$ cat config.mk
export PLATFORM = sky130hd
export DESIGN_NAME = pid_param_bank_flat
export DESIGN_NICKNAME = d
export VERILOG_FILES = /design/src/rtl/pid_param_bank_if.sv /design/src/rtl/pid_param_bank.sv /design/src/flat_wrapper.sv
export SDC_FILE = /design/constraint.sdc
export NUM_CORES = 1
export LEC_CHECK = 0
export CAP_MARGIN = 10
export CORE_ASPECT_RATIO = 0.5
export CORE_MARGIN = 2
export CORE_UTILIZATION = 58
export CTS_CLUSTER_DIAMETER = 100
export DETAILED_ROUTE_END_ITERATION = 10
export PLACE_DENSITY_LB_ADDON = 0.05
export REMOVE_ABC_BUFFERS = 1
export SYNTH_ARGS = -nofsm -noshare
export SYNTH_HDL_FRONTEND = slang
export SYNTH_SLANG_ARGS = --single-unit
$ cat constraint.sdc
create_clock -name i_clk -period 3.53 [get_ports i_clk]
set_input_delay 0.5295 -clock i_clk [delete_from_list [all_inputs] [get_ports i_clk]]
set_output_delay 0.5295 -clock i_clk [all_outputs]
set_load 0.01 [all_outputs]
$ cat src/rtl/pid_param_bank_if.sv
// Command/response port of the PID parameter bank.
// The master is the command parser; the slave is the bank.
interface pid_param_bank_if #(
    parameter int DATA_W = 14,
    parameter int ADDR_W = 2
);
    logic                       cmd_valid;
    logic                       cmd_ready;
    logic [2+ADDR_W+DATA_W-1:0] cmd_word;
    logic                       rsp_valid;
    logic                       rsp_ready;
    logic [DATA_W-1:0]          rsp_data;
    logic                       rsp_err;

    modport master (
        output cmd_valid, cmd_word, rsp_ready,
        input  cmd_ready, rsp_valid, rsp_data, rsp_err
    );

    modport slave (
        input  cmd_valid, cmd_word, rsp_ready,
        output cmd_ready, rsp_valid, rsp_data, rsp_err
    );
endinterface

$ cat src/rtl/pid_param_bank.sv
// Addressed controller parameter bank: range-checked shadow writes, atomic commit
// into the active copy driving the PID core, and a response for every command.
module pid_param_bank #(
    parameter int                         DATA_W     = 14,
    parameter int                         NUM_REGS   = 4,
    parameter int                         ADDR_W     = 2,
    parameter logic [NUM_REGS*DATA_W-1:0] DEFAULTS   = {14'h0000, 14'h0000, 14'h104C, 14'h1280},
    parameter logic [NUM_REGS-1:0]        LIMIT_MASK = 4'b0001,
    parameter logic [DATA_W-1:0]          LIM_MIN    = 14'h0DC0,
    parameter logic [DATA_W-1:0]          LIM_MAX    = 14'h3200
) (
    input  logic                         i_clk,
    input  logic                         i_rst_n,
    pid_param_bank_if.slave              bus,
    output logic [NUM_REGS*DATA_W-1:0]   o_reg_out,
    output logic                         o_commit_p,
    output logic                         o_pending,
    output logic [7:0]                   o_err_cnt
);
    localparam logic [1:0] S_IDLE = 2'd0;
    localparam logic [1:0] S_EXEC = 2'd1;
    localparam logic [1:0] S_RESP = 2'd2;

    localparam logic [1:0] OP_WRITE   = 2'b00;
    localparam logic [1:0] OP_COMMIT  = 2'b01;
    localparam logic [1:0] OP_READ    = 2'b10;
    localparam logic [1:0] OP_RESTORE = 2'b11;

    localparam int               CMD_W       = 2 + ADDR_W + DATA_W;
    localparam logic [ADDR_W:0]  NUM_REGS_EXT = (ADDR_W+1)'(NUM_REGS);

    logic [1:0]        r_state;
    logic [CMD_W-1:0]  r_cmd;
    logic [DATA_W-1:0] r_shadow [NUM_REGS];
    logic [DATA_W-1:0] r_active [NUM_REGS];
    logic              r_rsp_valid;
    logic [DATA_W-1:0] r_rsp_data;
    logic              r_rsp_err;
    logic              r_commit_p;
    logic              r_pending;
    logic [7:0]        r_err_cnt;

    logic [1:0]        w_op;
    logic [ADDR_W-1:0] w_addr;
    logic [DATA_W-1:0] w_data;
    logic              w_addr_ok;
    logic              w_in_range;
    logic              w_err;
    logic [DATA_W-1:0] w_rsp_data;

    assign w_op       = r_cmd[CMD_W-1 -: 2];
    assign w_addr     = r_cmd[DATA_W +: ADDR_W];
    assign w_data     = r_cmd[DATA_W-1:0];
    assign w_addr_ok  = {1'b0, w_addr} < NUM_REGS_EXT;
    assign w_in_range = (w_data >= LIM_MIN) && (w_data <= LIM_MAX);

    // NOTE: every variable assigned in always_comb gets a default first, so no path can infer a latch.
    always_comb begin
        w_err      = 1'b0;
        w_rsp_data = '0;
        case (w_op)
            OP_WRITE: begin
                w_err      = !w_addr_ok || (LIMIT_MASK[w_addr] && !w_in_range);
                w_rsp_data = w_data;
            end
            OP_READ: begin
                w_err = !w_addr_ok;
                if (w_addr_ok)
                    w_rsp_data = w_data[0] ? r_shadow[w_addr] : r_active[w_addr];
            end
            default: ;
        endcase
    end

    // NOTE: the register arrays are reset explicitly because the PID core must see DEFAULTS straight out of reset.
    always_ff @(posedge i_clk) begin
        if (!i_rst_n) begin
            r_state     <= S_IDLE;
            r_cmd       <= '0;
            r_rsp_valid <= 1'b0;
            r_rsp_data  <= '0;
            r_rsp_err   <= 1'b0;
            r_commit_p  <= 1'b0;
            r_pending   <= 1'b0;
            r_err_cnt   <= 8'd0;
            for (int i = 0; i < NUM_REGS; i++) begin
                r_shadow[i] <= DEFAULTS[i*DATA_W +: DATA_W];
                r_active[i] <= DEFAULTS[i*DATA_W +: DATA_W];
            end
        end else begin
            r_commit_p <= 1'b0;
            case (r_state)
                S_IDLE: begin
                    if (bus.cmd_valid) begin
                        r_cmd   <= bus.cmd_word;
                        r_state <= S_EXEC;
                    end
                end
                S_EXEC: begin
                    r_rsp_valid <= 1'b1;
                    r_rsp_data  <= w_rsp_data;
                    r_rsp_err   <= w_err;
                    r_state     <= S_RESP;
                    if (w_err && r_err_cnt != 8'hFF)
                        r_err_cnt <= r_err_cnt + 8'd1;
                    case (w_op)
                        OP_WRITE: begin
                            if (!w_err) begin
                                r_shadow[w_addr] <= w_data;
                                r_pending        <= 1'b1;
                            end
                        end
                        OP_COMMIT: begin
                            r_active   <= r_shadow;
                            r_commit_p <= 1'b1;
                            r_pending  <= 1'b0;
                        end
                        OP_RESTORE: begin
                            for (int i = 0; i < NUM_REGS; i++) begin
                                r_shadow[i] <= DEFAULTS[i*DATA_W +: DATA_W];
                                r_active[i] <= DEFAULTS[i*DATA_W +: DATA_W];
                            end
                            r_commit_p <= 1'b1;
                            r_pending  <= 1'b0;
                        end
                        default: ;
                    endcase
                end
                S_RESP: begin
                    if (bus.rsp_ready) begin
                        r_rsp_valid <= 1'b0;
                        r_state     <= S_IDLE;
                    end
                end
                default: r_state <= S_IDLE;
            endcase
        end
    end

    always_comb begin
        o_reg_out = '0;
        for (int i = 0; i < NUM_REGS; i++)
            o_reg_out[i*DATA_W +: DATA_W] = r_active[i];
    end

    assign bus.cmd_ready = i_rst_n && (r_state == S_IDLE);
    assign bus.rsp_valid = r_rsp_valid;
    assign bus.rsp_data  = r_rsp_data;
    assign bus.rsp_err   = r_rsp_err;
    assign o_commit_p    = r_commit_p;
    assign o_pending     = r_pending;
    assign o_err_cnt     = r_err_cnt;
endmodule

$ cat src/flat_wrapper.sv
// flat-port wrapper written by rule: the top's interface ports become plain ports
module pid_param_bank_flat 
#(
    parameter int                         DATA_W     = 14,
    parameter int                         NUM_REGS   = 4,
    parameter int                         ADDR_W     = 2,
    parameter logic [NUM_REGS*DATA_W-1:0] DEFAULTS   = {14'h0000, 14'h0000, 14'h104C, 14'h1280},
    parameter logic [NUM_REGS-1:0]        LIMIT_MASK = 4'b0001,
    parameter logic [DATA_W-1:0]          LIM_MIN    = 14'h0DC0,
    parameter logic [DATA_W-1:0]          LIM_MAX    = 14'h3200
)
  (i_clk, i_rst_n, o_reg_out, o_commit_p, o_pending, o_err_cnt, bus_cmd_valid, bus_cmd_word, bus_rsp_ready, bus_cmd_ready, bus_rsp_valid, bus_rsp_data, bus_rsp_err);
  pid_param_bank_if #(.DATA_W(DATA_W), .ADDR_W(ADDR_W)) bus_i ();
  input  logic i_clk;
  input  logic i_rst_n;
  output logic [NUM_REGS*DATA_W-1:0] o_reg_out;
  output logic o_commit_p;
  output logic o_pending;
  output logic [7:0] o_err_cnt;
  input wire logic [$bits(bus_i.cmd_valid)-1:0] bus_cmd_valid;
  input wire logic [$bits(bus_i.cmd_word)-1:0] bus_cmd_word;
  input wire logic [$bits(bus_i.rsp_ready)-1:0] bus_rsp_ready;
  output wire logic [$bits(bus_i.cmd_ready)-1:0] bus_cmd_ready;
  output wire logic [$bits(bus_i.rsp_valid)-1:0] bus_rsp_valid;
  output wire logic [$bits(bus_i.rsp_data)-1:0] bus_rsp_data;
  output wire logic [$bits(bus_i.rsp_err)-1:0] bus_rsp_err;
  assign bus_i.cmd_valid = bus_cmd_valid;
  assign bus_i.cmd_word = bus_cmd_word;
  assign bus_i.rsp_ready = bus_rsp_ready;
  assign bus_cmd_ready = bus_i.cmd_ready;
  assign bus_rsp_valid = bus_i.rsp_valid;
  assign bus_rsp_data = bus_i.rsp_data;
  assign bus_rsp_err = bus_i.rsp_err;
  pid_param_bank #(.DATA_W(DATA_W), .NUM_REGS(NUM_REGS), .ADDR_W(ADDR_W), .DEFAULTS(DEFAULTS), .LIMIT_MASK(LIMIT_MASK), .LIM_MIN(LIM_MIN), .LIM_MAX(LIM_MAX)) u_core (.i_clk(i_clk), .i_rst_n(i_rst_n), .bus(bus_i), .o_reg_out(o_reg_out), .o_commit_p(o_commit_p), .o_pending(o_pending), .o_err_cnt(o_err_cnt));
endmodule
After elaboration in Yosys (flattened, before gate mapping)
Index checks and enable logic that the tools add are counted.

Register bits: 158. Input bits: 22. Output and inout port bits: 83. Logic and storage cells: 78.

$add $sub $neg: 1. Order comparisons: 5. Equality and inequality tests: 9. Muxes and demuxes: 25. Bitwise logic cells: 1. Reductions and logical operators: 21.

Operators with widths (number): 56-bit one-hot mux with 2 select lines (2); 14-bit 2-to-1 mux (6); 14-bit binary-select mux with 2-bit select (2); 56-bit bitwise mux (1); 56-bit 2-to-1 mux (1); 14-bit demux with 2-bit select (1); 14-bit one-hot mux with 2 select lines (1); 14-bit by 12-bit greater-or-equal comparator with 1-bit output (second input constant) (1); 14-bit less-or-equal comparator (second input constant) (1); 2-bit AND reduction (6); 8-bit by 1-bit adder with 8-bit output (second input constant) (1); 8-bit != test (second input constant) (1); 2-bit nonzero test (4); 2-bit equality test (second input constant) (3); 2-bit != test (second input constant) (3); 2-bit one-hot mux with 3 select lines (1); 3-bit AND reduction (2); 1-bit logical AND (5); 1-bit 2-to-1 mux (5); 2-bit by 1-bit equality test with 1-bit output (second input constant) (2); 2-bit zero test (2); 2-bit 2-to-1 mux (2); 1-bit one-hot mux with 2 select lines (2); 3-bit greater-or-equal comparator (second input constant) (1); 6 further kinds (6).

Longest topological paths before layout
Gate-level depths: netlist of the first run.

Word-level depth: 8. Depth in mapped cells: 8. Gate-level depth less buffers: 5.

Least setup slack after synthesis of the first run
No wires, ideal clock.

Path type: register to register. Start point: reg u_core.r_cmd[15]. End point: reg u_core.r_rsp_data[3], in the netlist u_core.bus.rsp_data[3]. Setup time: 133 ps. Arrival: 1595 ps. Data required time: 3397 ps. Setup slack: 1802 ps. Cell stages (with the launch flop): 8. Buffers on the path: 2. Period minus slack after synthesis: 1728 ps. Cell sequence: dfxtp_1 -> buf_2 -> buf_2 -> mux4_2 -> mux2i_1 -> nor2_1 -> a21oi_1 -> a21oi_1.

Longest elaborated chain between the ends: 6. Elaborated cells on any way between the ends: 9. Those cells by class: mux (8); bitwise (1).

RTL lines: start, declared (RTL line pid_param_bank.sv:33) `logic [CMD_W-1:0] r_cmd;`; start signal, assigned (RTL line pid_param_bank.sv:95) `r_cmd <= bus.cmd_word;`; 2-bit inverter with 3-bit output (not written as such) (*) (RTL line pid_param_bank.sv:69) `w_rsp_data = w_data[0] ? r_shadow[w_addr] : r_active[w_addr];`; 14-bit binary-select mux with 2-bit select (RTL line pid_param_bank.sv:69); 14-bit 2-to-1 mux (not written as such) (2 in series) (RTL line pid_param_bank.sv:69); 14-bit 2-to-1 mux (*) (RTL line pid_param_bank.sv:69); 14-bit one-hot mux with 2 select lines (*) (RTL line pid_param_bank.sv:61) `case (w_op)`; end signal, assigned (RTL line pid_param_bank.sv:101) `r_rsp_data <= w_rsp_data;`; end, declared (RTL line pid_param_bank.sv:37) `logic [DATA_W-1:0] r_rsp_data;`.

Mark *: on every way between the ends. The rest lies on a longest branch, timed or not. The select of a mux whose other input is x is not followed. A chain may end at the register's enable or synchronous reset.

Final worst setup path of the first run
Start point: reg u_core.r_cmd[17]. End point: reg u_core.r_shadow[2] (netlist bit).

Longest elaborated chain between the ends: 4. Elaborated cells on any way between the ends: 7. Those cells by class: eq/ne (2); mux (2); reduce/logical (3).

RTL lines: 2-bit zero test (RTL line pid_param_bank.sv:61, pid_param_bank.sv:106); 1-bit 2-to-1 mux (RTL line pid_param_bank.sv:61); 2-bit != test (no source line); 3-bit AND reduction (no source line); end signal, assigned by index (RTL line pid_param_bank.sv:87) `r_shadow[i] <= DEFAULTS[i*DATA_W +: DATA_W];`; end signal, assigned by index (RTL line pid_param_bank.sv:109) `r_shadow[w_addr] <= w_data;`; end signal, assigned by index (RTL line pid_param_bank.sv:120) `r_shadow[i] <= DEFAULTS[i*DATA_W +: DATA_W];`; end, declared (RTL line pid_param_bank.sv:34) `logic [DATA_W-1:0] r_shadow [NUM_REGS];`.

Parallel ways exist; a longest one is shown, timed or not.

==> results.tsv, run 1 <==
stage	metric	value	unit
min_path	hold path depth	2	
die	Top Ports	105	
clock_network	Num Clock Sinks	158	
layout	post-route cell area	0.00838	mm²
critical_path	Bufs and invs on worst path	0	
critical_path	Worst EP required	3.88	ns
timing	Fin. Hold Viols	0	
critical_path	WP data arrival	2.83	ns
routing	DRT iter0 DRCs	597	
die	Die W	157	µm
routing	wire length per cell	20.2	µm
clock_network	setup bufs post-CTS	0	
placed_design	DP Wirelength	12.0	mm
outcome	status	finished, final reports clean	
die	die area	0.0127	mm²
layout	antenna diode count	0	
layout	layout net count	788	
timing	Final Setup Violations	0	
die	floorplan row count	27	
clock_network	clock slew at reported path FFs	0.07	ns
critical_path	crit-path cells	nor2_4 > nand3_1 > a21oi_2 > nand3_1 > a21boi_0	
synthesis	Synth cell types	50	
synthesis	top-count cell post-synth	dfxtp_1	
placed_design	Inst Count DP	905	
timing	Slew @ Worst Pin	1.04	ns
timing	FMAX	0.403	GHz
synthesis	Synth Flop Type	dfxtp_1	
synthesis	largest family of logic cells by synthesized area	compound AO/OA/AOI/OAI gates	
grt	first-pass GRT wire length	29.4	mm
synthesis	Synth Area in Simple Gates	15.7	%
critical_path	r2r setup slk	1.05	ns
critical_path	CP max stage delay	0.82	ns
synthesis	Yosys reg bits	158	
critical_path	crit path launch type	flip-flop	
placed_design	placed cell areas	0.00783	mm²
synthesis	Seq/Total Area, Yosys	46.5	%
synthesis	Yosys top cell by area	dfxtp_1	
grt	largest net degree at the start of global routing	77	
critical_path	CP delay by family, top	compound AO/OA/AOI/OAI gates	
clock_network	CTS Hold Bufs	0	
synthesis	XOR/XNOR Fraction of Synth Area	0.129	%
timing	Final Max Tran Viols	0	
grt	initial antenna violation count	1	
min_path	Hold Crit Class	flip-flop to flip-flop	
die	Die H	80.6	µm
critical_path	R2R depth	5	
synthesis	Syn. warnings	0	
timing	slew margin rel.	30.8	%
routing	detailed-route wire length	18.9	mm
grt	vias in the first global route	5382	
timing	post-layout min period	2.48	ns
grt	grt total ovfl	0	
grt	Total GRT Usage	30.9	%
critical_path	most frequent CP cell	nand3_1	
synthesis	Post-synth EDFFs	0	
die	starting density of the core	60.6	%
routing	post-DR vias/cell	6.35	
timing	setup repair after global routing missed its margin	no	
run	max-cap violations	0	
layout	Finished Layout Cells	937	
synthesis	syn_area_per_cell	9.78	µm²
synthesis	synth top area cells	dfxtp_1 (47%), mux4_2 (9.3%), a22o_1 (6.3%)	
routing	Routed Antenna Nets	0	
clock_network	Inserted Clock Buffers	17	
critical_path	critical path peak fanout	18	
clock_network	total number of H-tree levels	4	
critical_path	crit path kind	flip-flop to flip-flop	
placed_design	IO buf count	104	
routing	drc violations	0	
clock_network	cts repair resizes	0	
timing	TNS Setup	0	ns
min_path	Hold Path Sink	u_core.r_shadow[9]$_SDFFE_PN0P_	
routing	vias	5952	
clock_network	Clk Latency, worst-skew pair	0.43	ns
critical_path	reg2reg start	u_core.r_cmd[17]$_SDFFE_PN0P_	
synthesis	post-synth top area share	46.5	%
critical_path	critical path's slowest cell	a21oi_2	
synthesis	mapped cell area	0.00680	mm²
pwr	Pleak	2.85	nW
placed_design	gpl congestion	0.827	
pwr	power density cells	466	mW/mm²
pwr	VDD IR max	317	µV
clock_network	Root Buffer Master	clkbuf_16	
clock_network	CTS tree	done	
critical_path	Setup crit end kind	flip-flop	
synthesis	Post-synth ARST share	0	%
synthesis	adder-cell area share of the yosys netlist	0.184	%
synthesis	Synth Area in Compound Gates	20.9	%
timing	Setup Skew	0.0141	ns
synthesis	mux contribution to synthesized area	11.5	%
layout	layout cell share with drive strength beyond 1	11.1	%
layout	area grow syn2layout	23.3	%
routing	Pre-Repair DR Iteration Count	5	
synthesis	Mapped Cells	695	
critical_path	reg2reg end	u_core.r_shadow[2]$_SDFFE_PN0P_	
min_path	worst hold start	u_core.r_shadow[9]$_SDFFE_PN0P_	
synthesis	synth cell count leaders	dfxtp_1 (158), nand2_1 (98), a21boi_0 (51)	
die	core box area	0.0112	mm²
clock_network	CTS max path bufs	2	
timing	Final period util	70.2	%
==> per-stage QoR <==
| stage | setup WS (ns) | hold slack, ns | total power [mW] | utilization (%) |
|---|---|---|---|---|
| after CTS | 1.13 | 0.471 | 3.90 | 74.8 |
| final | 1.05 | 0.472 | 3.91 | 74.8 |
| after detailed placement | 1.21 | 0.456 | 2.20 | 69.8 |
| after global routing | 0.961 | 0.489 | 4.00 | 74.8 |
| after global placement | 1.29 | 0.456 | 2.19 | 69.8 |
| after floorplan | 0.382 | 0.438 | 2.05 | - |
==> worst max-delay path by stage <==
stage	from	to	slack (ns)	cells past startpoint
2_1_floorplan	u_core.r_state[1]$_SDFFE_PN0P_	u_core.o_reg_out[0]$_SDFFE_PN0P_	0.38	4
3_3_place_gp	u_core.r_cmd[15]$_SDFFE_PN0P_	u_core.r_shadow[22]$_SDFFE_PN0P_	1.29	6
3_5_place_dp	u_core.r_cmd[15]$_SDFFE_PN0P_	u_core.r_shadow[25]$_SDFFE_PN0P_	1.21	6
4_1_cts	u_core.r_cmd[15]$_SDFFE_PN0P_	u_core.r_shadow[17]$_SDFFE_PN0P_	1.13	6
5_1_grt	u_core.r_cmd[15]$_SDFFE_PN0P_	u_core.r_shadow[17]$_SDFFE_PN0P_	0.96	6
6_report	u_core.r_cmd[17]$_SDFFE_PN0P_	u_core.r_shadow[2]$_SDFFE_PN0P_	1.05	5
==> per-layer routing <==
metal | part of all wire, % | vias up | global-route usage (%)
li1 | - | 2681 | -
met2 | 43 | 322 | 46.0
met4 | 1.9 | 2 | 11.3
met1 | 45 | 2907 | 43.5
met5 | 0.053 | - | 0
met3 | 10 | 40 | 7.83
==> layout by cell type (no fill, tap or decap), types with 26 or more instances in the layout <==
cell / instances
a21boi_0: 51
a21oi_1: 27
nand2_1: 98
dfxtp_1: 156
mux4_2: 28
nand3_1: 26
nand4_1: 31
o21ai_0: 31
clkdlybuf4s50_1: 103
a22o_1: 49
==> power by group <==
part,internal (mW),leakage (nW),switching (mW)
Clock,0.950,0.260,0.788
Combinational,0.131,1.31,0.173
Sequential,1.81,1.28,0.0526
Total,2.89,2.85,1.01
==> kinds of logic after synthesis <==
family,Yosys count
compound gates,200
mux,43
xor+xnor,1
flops,158
fa+ha+maj,1
buf+inv,70
simple gates,222
==> tightest hold or removal path, cell delays in order, from the launching register on <==
cell,delay (ns)
dfxtp_1,0.32
nand2_1,0.06
a21boi_1,0.05
==> final cells by class <==
type	instances	area, µm²
clock inverters	13	104
multi-input cells	467	3310
inverters	2	7.51
well taps	159	199
clock buffers	19	453
flip-flops and latches	158	3170
repair buffers	119	1150
fillers	812	2830
==> flip-flops by register name, summed over array words and instances (netlist names) <==
name / count
u_core.o_commit_p: 1
u_core.o_err_cnt: 8
u_core.bus.rsp_data: 14
u_core.o_pending: 1
u_core.r_cmd: 18
u_core.r_state: 2
u_core.bus.rsp_valid: 1
u_core.o_reg_out: 56
u_core.bus.rsp_err: 1
u_core.r_shadow: 56
Note: power is estimated with default switching activity, not from simulation.
==> run 2, diff against run 1 <==
--- a/config.mk
+++ b/config.mk
@@ -8,7 +8,7 @@
 export CAP_MARGIN = 10
 export CORE_ASPECT_RATIO = 0.5
 export CORE_MARGIN = 2
-export CORE_UTILIZATION = 58
+export CORE_UTILIZATION = 49
 export CTS_CLUSTER_DIAMETER = 100
 export DETAILED_ROUTE_END_ITERATION = 10
 export PLACE_DENSITY_LB_ADDON = 0.05
==> constraint.sdc (replaced) <==
create_clock -name i_clk -period 2.2 [get_ports i_clk]
set_input_delay 0.33 -clock i_clk [delete_from_list [all_inputs] [get_ports i_clk]]
set_output_delay 0.33 -clock i_clk [all_outputs]
set_load 0.01 [all_outputs]
==> results.tsv, run 2 (synthesized netlist as in run 1, its figures left out) <==
stage	metric	value	unit	change
routing	wire length per cell	19.2	µm	was 20.2 µm
clock_network	clock slew at reported path FFs	0.07	ns	about the same
die	Top Ports	105		unchanged
timing	Final Worst Setup Slack	0.202	ns	was 1.05 ns
pwr	VDD IR max	422	µV	was 317 µV
run	max-cap violations	0		unchanged
grt	grt total ovfl	0		unchanged
layout	post-route cell area	0.00870	mm²	was 0.00838 mm²
min_path	hold path depth	3		was 2
layout	commonest non-fill, non-tap cell in the layout	dfxtp_1		unchanged
grt	first-pass GRT wire length	30.1	mm	was 29.4 mm
routing	drc violations	0		unchanged
routing	vias	5801		was 5952
clock_network	Clk Latency, worst-skew pair	0.43	ns	about the same
critical_path	CP max stage delay	0.53	ns	was 0.82 ns
critical_path	Bufs and invs on worst path	0		unchanged
critical_path	critical path peak fanout	8		was 18
die	core box area	0.0136	mm²	was 0.0112 mm²
layout	antenna diode count	0		unchanged
die	Die W	171	µm	was 157 µm
pwr	sw frac	26.2	%	was 25.9%
pwr	Pleak	3.01	nW	was 2.85 nW
pwr	logic gate share of total power	8.8	%	was 7.8%
layout	area grow syn2layout	28.1	%	was 23.3%
critical_path	reg2reg end	u_core.o_err_cnt[7]$_SDFFE_PN0P_		was u_core.r_shadow[2]$_SDFFE_PN0P_
routing	top sig layer	met4		was met5
layout	most frequent cells in the layout	dfxtp_1 (156), clkdlybuf4s50_1 (103), nand2_1 (98), a21boi_0 (51), a22o_1 (49)		unchanged
min_path	Hold Path Sink	u_core.r_shadow[30]$_SDFFE_PN1P_		was u_core.r_shadow[9]$_SDFFE_PN0P_
timing	Final Setup Violations	0		unchanged
clock_network	setup bufs post-CTS	0		unchanged
timing	TNS Setup	0	ns	unchanged
pwr	sequential share of power	46.0	%	was 47.8%
pwr	clock share of power	45.2	%	was 44.5%
critical_path	R2R depth	5		unchanged
critical_path	Worst EP required	2.51	ns	was 3.88 ns
clock_network	total number of H-tree levels	4		unchanged
placed_design	placed cell areas	0.00813	mm²	was 0.00783 mm²
grt	Total GRT Usage	26.7	%	was 30.9%
timing	setup repair after global routing missed its margin	no		unchanged
die	Die H	87.3	µm	was 80.6 µm
critical_path	reg2reg start	u_core.r_cmd[7]$_SDFFE_PN0P_		was u_core.r_cmd[17]$_SDFFE_PN0P_
outcome	status	finished, final reports clean		unchanged
clock_network	CTS Hold Bufs	0		unchanged
timing	Hold Slack	0.346	ns	was 0.472 ns
layout	post-layout util	64.2	%	was 74.8%
grt	initial antenna violation count	0		was 1
clock_network	cts repair resizes	0		unchanged
grt	vias in the first global route	5470		was 5382
timing	post-layout min period	2.00	ns	was 2.48 ns
min_path	worst hold start	i_rst_n		was u_core.r_shadow[9]$_SDFFE_PN0P_
critical_path	crit path kind	flip-flop to flip-flop		unchanged
timing	FMAX	0.501	GHz	was 0.403 GHz
routing	post-DR vias/cell	5.81		was 6.35
routing	DRT iter0 DRCs	564		was 597
routing	wl on met1	9.53	mm	was 8.42 mm
critical_path	critical path's slowest cell	dfxtp_1		was a21oi_2
clock_network	Inserted Clock Buffers	17		unchanged
placed_design	IO buf count	104		unchanged
min_path	Hold Crit Class	primary input to flip-flop		was flip-flop to flip-flop
pwr	power density cells	740	mW/mm²	was 466 mW/mm²
die	die area	0.0149	mm²	was 0.0127 mm²
clock_network	Root Buffer Master	clkbuf_16		unchanged
die	floorplan row count	30		was 27
timing	Setup Skew	0.00920	ns	was 0.0141 ns
routing	detailed-route wire length	19.1	mm	was 18.9 mm
clock_network	Num Clock Sinks	158		unchanged
timing	Final period util	90.8	%	was 70.2%
clock_network	CTS tree	done		unchanged
critical_path	Setup crit end kind	flip-flop		unchanged
grt	largest net degree at the start of global routing	50		was 77
routing	metal2 WL	8.03	mm	was 8.19 mm
routing	Pre-Repair DR Iteration Count	5		unchanged
routing	Routed Antenna Nets	0		unchanged
placed_design	pre-CTS WS	0.273	ns	was 1.21 ns
timing	Fin. Hold Viols	0		unchanged
pwr	Internal	4.75	mW	was 2.89 mW
pwr	switching power	1.68	mW	was 1.01 mW
critical_path	WP data arrival	2.31	ns	was 2.83 ns
layout	layout net count	816		was 788
critical_path	CP delay by family, top	compound AO/OA/AOI/OAI gates		unchanged
critical_path	crit path launch type	flip-flop		unchanged
timing	Slew @ Worst Pin	0.584	ns	was 1.04 ns
layout	layout cell share with drive strength beyond 1	14.0	%	was 11.1%
routing	detailed route wirelength on metal3	1.41	mm	was 1.92 mm
placed_design	gpl congestion	0.859		was 0.827
critical_path	crit-path cells	a31oi_1 > a211o_1 > o21ai_0 > o21bai_1 > o311a_1		was nor2_4 > nand3_1 > a21oi_2 > nand3_1 > a21boi_0
critical_path	r2r setup slk	0.20	ns	was 1.05 ns
timing	slew margin rel.	60.7	%	was 30.8%
die	starting density of the core	50.2	%	was 60.6%
timing	Final Max Tran Viols	0		unchanged
clock_network	CTS max path bufs	2		unchanged
placed_design	DP Wirelength	12.7	mm	was 12.0 mm
==> run 2: cell types whose count changed in the layout (fill, tap and decap cells not counted), sizes merged <==
cell      change
buf          +28
clkbuf        -2
bufinv        +1
clkinv        +1
clkinvlp      -1
inv           +1
==> run 2: cell type report <==
class                           count  area [µm²]
Timing Repair Buffer              147        1410
Multi-Input combinational cell    467        3300
Tap cell                          192         240
Sequential cell                   158        3170
Clock inverter                     15         154
Clock buffer                       17         425
Fill cell                        1134        4850
Inverter                            2        7.51
==> run 2: layer usage <==
metal / track usage (%) / up-vias
met1: 39.7 / 2824
met2: 40.2 / 211
met4: 6.37 / 0
met5: 0 / -
met3: 4.86 / 23
li1: - / 2743
==> run 2: how the worst max path moves through the flow <==
stage	end	cells past startpoint	start	slack (ns)
after floorplan	u_core.o_reg_out[0]$_SDFFE_PN0P_	4	u_core.r_state[1]$_SDFFE_PN0P_	-0.95
after global placement	u_core.bus.rsp_data[0]$_SDFFE_PN0P_	6	u_core.r_cmd[15]$_SDFFE_PN0P_	0.30
after detailed placement	u_core.bus.rsp_data[0]$_SDFFE_PN0P_	6	u_core.r_cmd[15]$_SDFFE_PN0P_	0.27
after CTS	u_core.bus.rsp_data[0]$_SDFFE_PN0P_	6	u_core.r_cmd[15]$_SDFFE_PN0P_	0.21
after global routing	u_core.o_err_cnt[7]$_SDFFE_PN0P_	5	u_core.r_cmd[7]$_SDFFE_PN0P_	0.07
final	u_core.o_err_cnt[7]$_SDFFE_PN0P_	5	u_core.r_cmd[7]$_SDFFE_PN0P_	0.20
==> run 2: metrics by stage <==
step / total power [mW] / std cells
after global placement: 3.58 / 966
after CTS: 6.45 / 998
after floorplan: 3.29 / 627
after global routing: 6.64 / 998
final: 6.44 / 998
after detailed placement: 3.59 / 966
==> run 2: power groups by stage <==
| stage | clock network, mW | logic, mW | registers (mW) |
|---|---|---|---|
| after floorplan | 0 | 0.230 | 3.06 |
| after global placement | 0 | 0.558 | 3.02 |
| after detailed placement | 0 | 0.563 | 3.02 |
| after CTS | 2.93 | 0.565 | 2.96 |
| after global routing | 3.06 | 0.606 | 2.96 |
| final | 2.91 | 0.566 | 2.96 |
==> run 2: tightest hold or removal path: stages <==
cell and delay [ns]:
buf_2 0.14, buf_4 0.18, o21ai_0 0.07
==> edit: new RTL, config.mk and constraints of run 2 <==
`LIM_MAX` is set to 14'h3200 in 2 places; all go to 14'h1900.
--- a/src/rtl/pid_param_bank.sv
+++ b/src/rtl/pid_param_bank.sv
@@ -7,7 +7,7 @@
     parameter logic [NUM_REGS*DATA_W-1:0] DEFAULTS   = {14'h0000, 14'h0000, 14'h104C, 14'h1280},
     parameter logic [NUM_REGS-1:0]        LIMIT_MASK = 4'b0001,
     parameter logic [DATA_W-1:0]          LIM_MIN    = 14'h0DC0,
-    parameter logic [DATA_W-1:0]          LIM_MAX    = 14'h3200
+    parameter logic [DATA_W-1:0]          LIM_MAX    = 14'h1900
 ) (
     input  logic                         i_clk,
     input  logic                         i_rst_n,
--- a/src/flat_wrapper.sv
+++ b/src/flat_wrapper.sv
@@ -7,7 +7,7 @@
     parameter logic [NUM_REGS*DATA_W-1:0] DEFAULTS   = {14'h0000, 14'h0000, 14'h104C, 14'h1280},
     parameter logic [NUM_REGS-1:0]        LIMIT_MASK = 4'b0001,
     parameter logic [DATA_W-1:0]          LIM_MIN    = 14'h0DC0,
-    parameter logic [DATA_W-1:0]          LIM_MAX    = 14'h3200
+    parameter logic [DATA_W-1:0]          LIM_MAX    = 14'h1900
 )
   (i_clk, i_rst_n, o_reg_out, o_commit_p, o_pending, o_err_cnt, bus_cmd_valid, bus_cmd_word, bus_rsp_ready, bus_cmd_ready, bus_rsp_valid, bus_rsp_data, bus_rsp_err);
   pid_param_bank_if #(.DATA_W(DATA_W), .ADDR_W(ADDR_W)) bus_i ();
Function: changed (Yosys sat finds a counterexample within 4 cycles, from zero or initial values and one cycle with i_rst_n low).
==> edit against run 2 <==
  * Sequential power about the same
  * Largest cell class unchanged
  * Combinational power is 3.9% lower
  * Via count fell by 6.1%
  * Cell area grew 0.92%
  * Count of clock-buffer cells in the layout up 1
  * Synthesized area decreased by 1.7%
  * Sequential share of layout area is 0.33 points lower
  * Setup slack better by 0.056 ns
  * Cell count fell by 6.6%
  * Total power is 7.0% higher
  * Utilization grew 1.1 points
  * Wire length shrank 2.3%
  * Sequential cell count unchanged
==> edit: results (changes against run 2) <==
Vias - 5448 (-6.1%)
CTS H-tree lvls - 4 (unchanged)
outcome - completed
clock latency on the worst-skew pair - 0.41 ns (-0.02 ns)
Max IR drop VDD - 0.000454 V (+7.4%)
Setup Buffers After CTS - 0 (unchanged)
Crit Path Max Fanout - 5 (-3)
pin count of the biggest net entering global routing - 50 (unchanged)
top cells by count, synth - 158 x dfxtp_1, 77 x nand2_1, 62 x a22o_1, 45 x clkbuf_1, 44 x nor2b_1
final setup skew - 0.00765 ns (-0.00155 ns)
Detailed Place HPWL - 12.4 mm (-2.7%)
Yosys cell types - 47 (-6.0%)
Ant. Diodes - 0 (unchanged)
vias per std cell - 5.85 (+0.57%)
first-pass GRT wire length - 29.6 mm (-1.5%)
CTS Buffer Depth - 2 (unchanged)
Starting DRT DRC Count - 474 (-16%)
Seq/Total Area, Yosys - 0.473 (+0.00801)
commonest non-fill, non-tap cell in the layout - dfxtp_1
met1 wire length - 9.20 mm (-3.5%)
placed insts - 901 (-6.7%)
Buffers on Ports - 104 (unchanged)
Total GRT Usage - 0.264 (-0.00258)
total iterations of the first detailed-routing run - 5 (unchanged)
met2 routed WL - 8.09 mm (+0.72%)
Highest Signal Layer - met4
Routed met3 length - 1.21 mm (-14%)
Num CTS Buffers - 17 (unchanged)
share of layout cells above drive strength 1 - 0.153 (+0.0132)
slew margin rel. - 0.655 (+0.0483)
CTS Root Buffer Type - clkbuf_16
antenna violations before repair - 0 (unchanged)
drt wl/cell - 20.1 um (+4.6%)
Synth Area per Inst - 10.5 um^2 (+6.9%)
clock slew at reported path FFs - 0.06 ns
Arrival @ worst endpoint - 1.61 ns (-0.70 ns)
GPL Wtd Cong - 0.835 (-2.7%)
Leakage - 0.00319 uW (+5.8%)
PostCTS Resize Cnt - 0 (unchanged)
fin nets - 767 (-6.0%)
Async S/R FF share, synth - 0 (unchanged)
Hold Path Class - in -> reg
Synth area leaders - dfxtp_1 47%, mux4_2 9.4%, a22o_1 8.1%
number of global-route vias before repair - 5288 (-3.3%)
edit: final cells by class:
| class | count | area (um^2) |
|---|---|---|
| Multi-Input combinational cell | 417 | 3280 |
| Clock inverter | 13 | 236 |
| Tap cell | 176 | 220 |
| Timing Repair Buffer | 147 | 1430 |
| Clock buffer | 18 | 439 |
| Sequential cell | 158 | 3170 |
| Inverter | 3 | 11.3 |
| Fill cell | 1134 | 4650 |
edit: stage by stage:
| stage | setup WS, ns | area (um^2) | util |
|---|---|---|---|
| CTS | 0.239 | 8780 | 0.654 |
| floorplan | -0.857 | 6430 | - |
| global placement | 0.313 | 8110 | 0.603 |
| global route | 0.157 | 8780 | 0.654 |
| finish | 0.259 | 8780 | 0.654 |
| detailed placement | 0.283 | 8110 | 0.603 |
edit: cell families (layout without fill, tap and decap cells):
| family | after synthesis | in the layout | synth area share |
|---|---|---|---|
| and+or+nand+nor | 184 | 184 | 0.140 |
| AOI/OAI and AO/OA | 170 | 170 | 0.200 |
| DFF | 158 | 158 | 0.473 |
| buffers and inverters | 64 | 181 | 0.0397 |
| muxes | 62 | 62 | 0.145 |
| adders and majority gates | 1 | 1 | 0.00187 |
edit: final timing paths:
path / cells past startpoint / from / end / slack (ns)
max: 3 / u_core.r_state[1]$_SDFFE_PN0P_ / bus_cmd_ready / 0.26
min: 2 / i_rst_n / u_core.r_state[1]$_SDFFE_PN0P_ / 0.27
max reg2reg: 5 / u_core.r_cmd[4]$_SDFFE_PN0P_ / u_core.r_shadow[44]$_SDFFE_PN0P_ / 0.27
min reg2reg: 2 / u_core.bus.rsp_data[0]$_SDFFE_PN0P_ / u_core.bus.rsp_data[0]$_SDFFE_PN0P_ / 0.46
edit: power breakdown:
group / leakage [uW] / switching (uW) / internal, uW
Combinational: 0.00158 / 297 / 247
Sequential: 0.00128 / 58.2 / 2900
Clock: 0.000327 / 1220 / 2170
Total: 0.00319 / 1580 / 5310
edit: metal layers:
metal	global-route usage	vias to the layer above
met5	0	-
met4	0.0598	0
met3	0.0516	17
met2	0.399	194
li1	-	2555
met1	0.393	2682
edit: critical path, cell delays in order (launching register included):
cell	delay [ns]
dfxtp_1	0.34
nor2_1	0.18
and2_1	0.15
clkdlybuf4s50_1	0.53
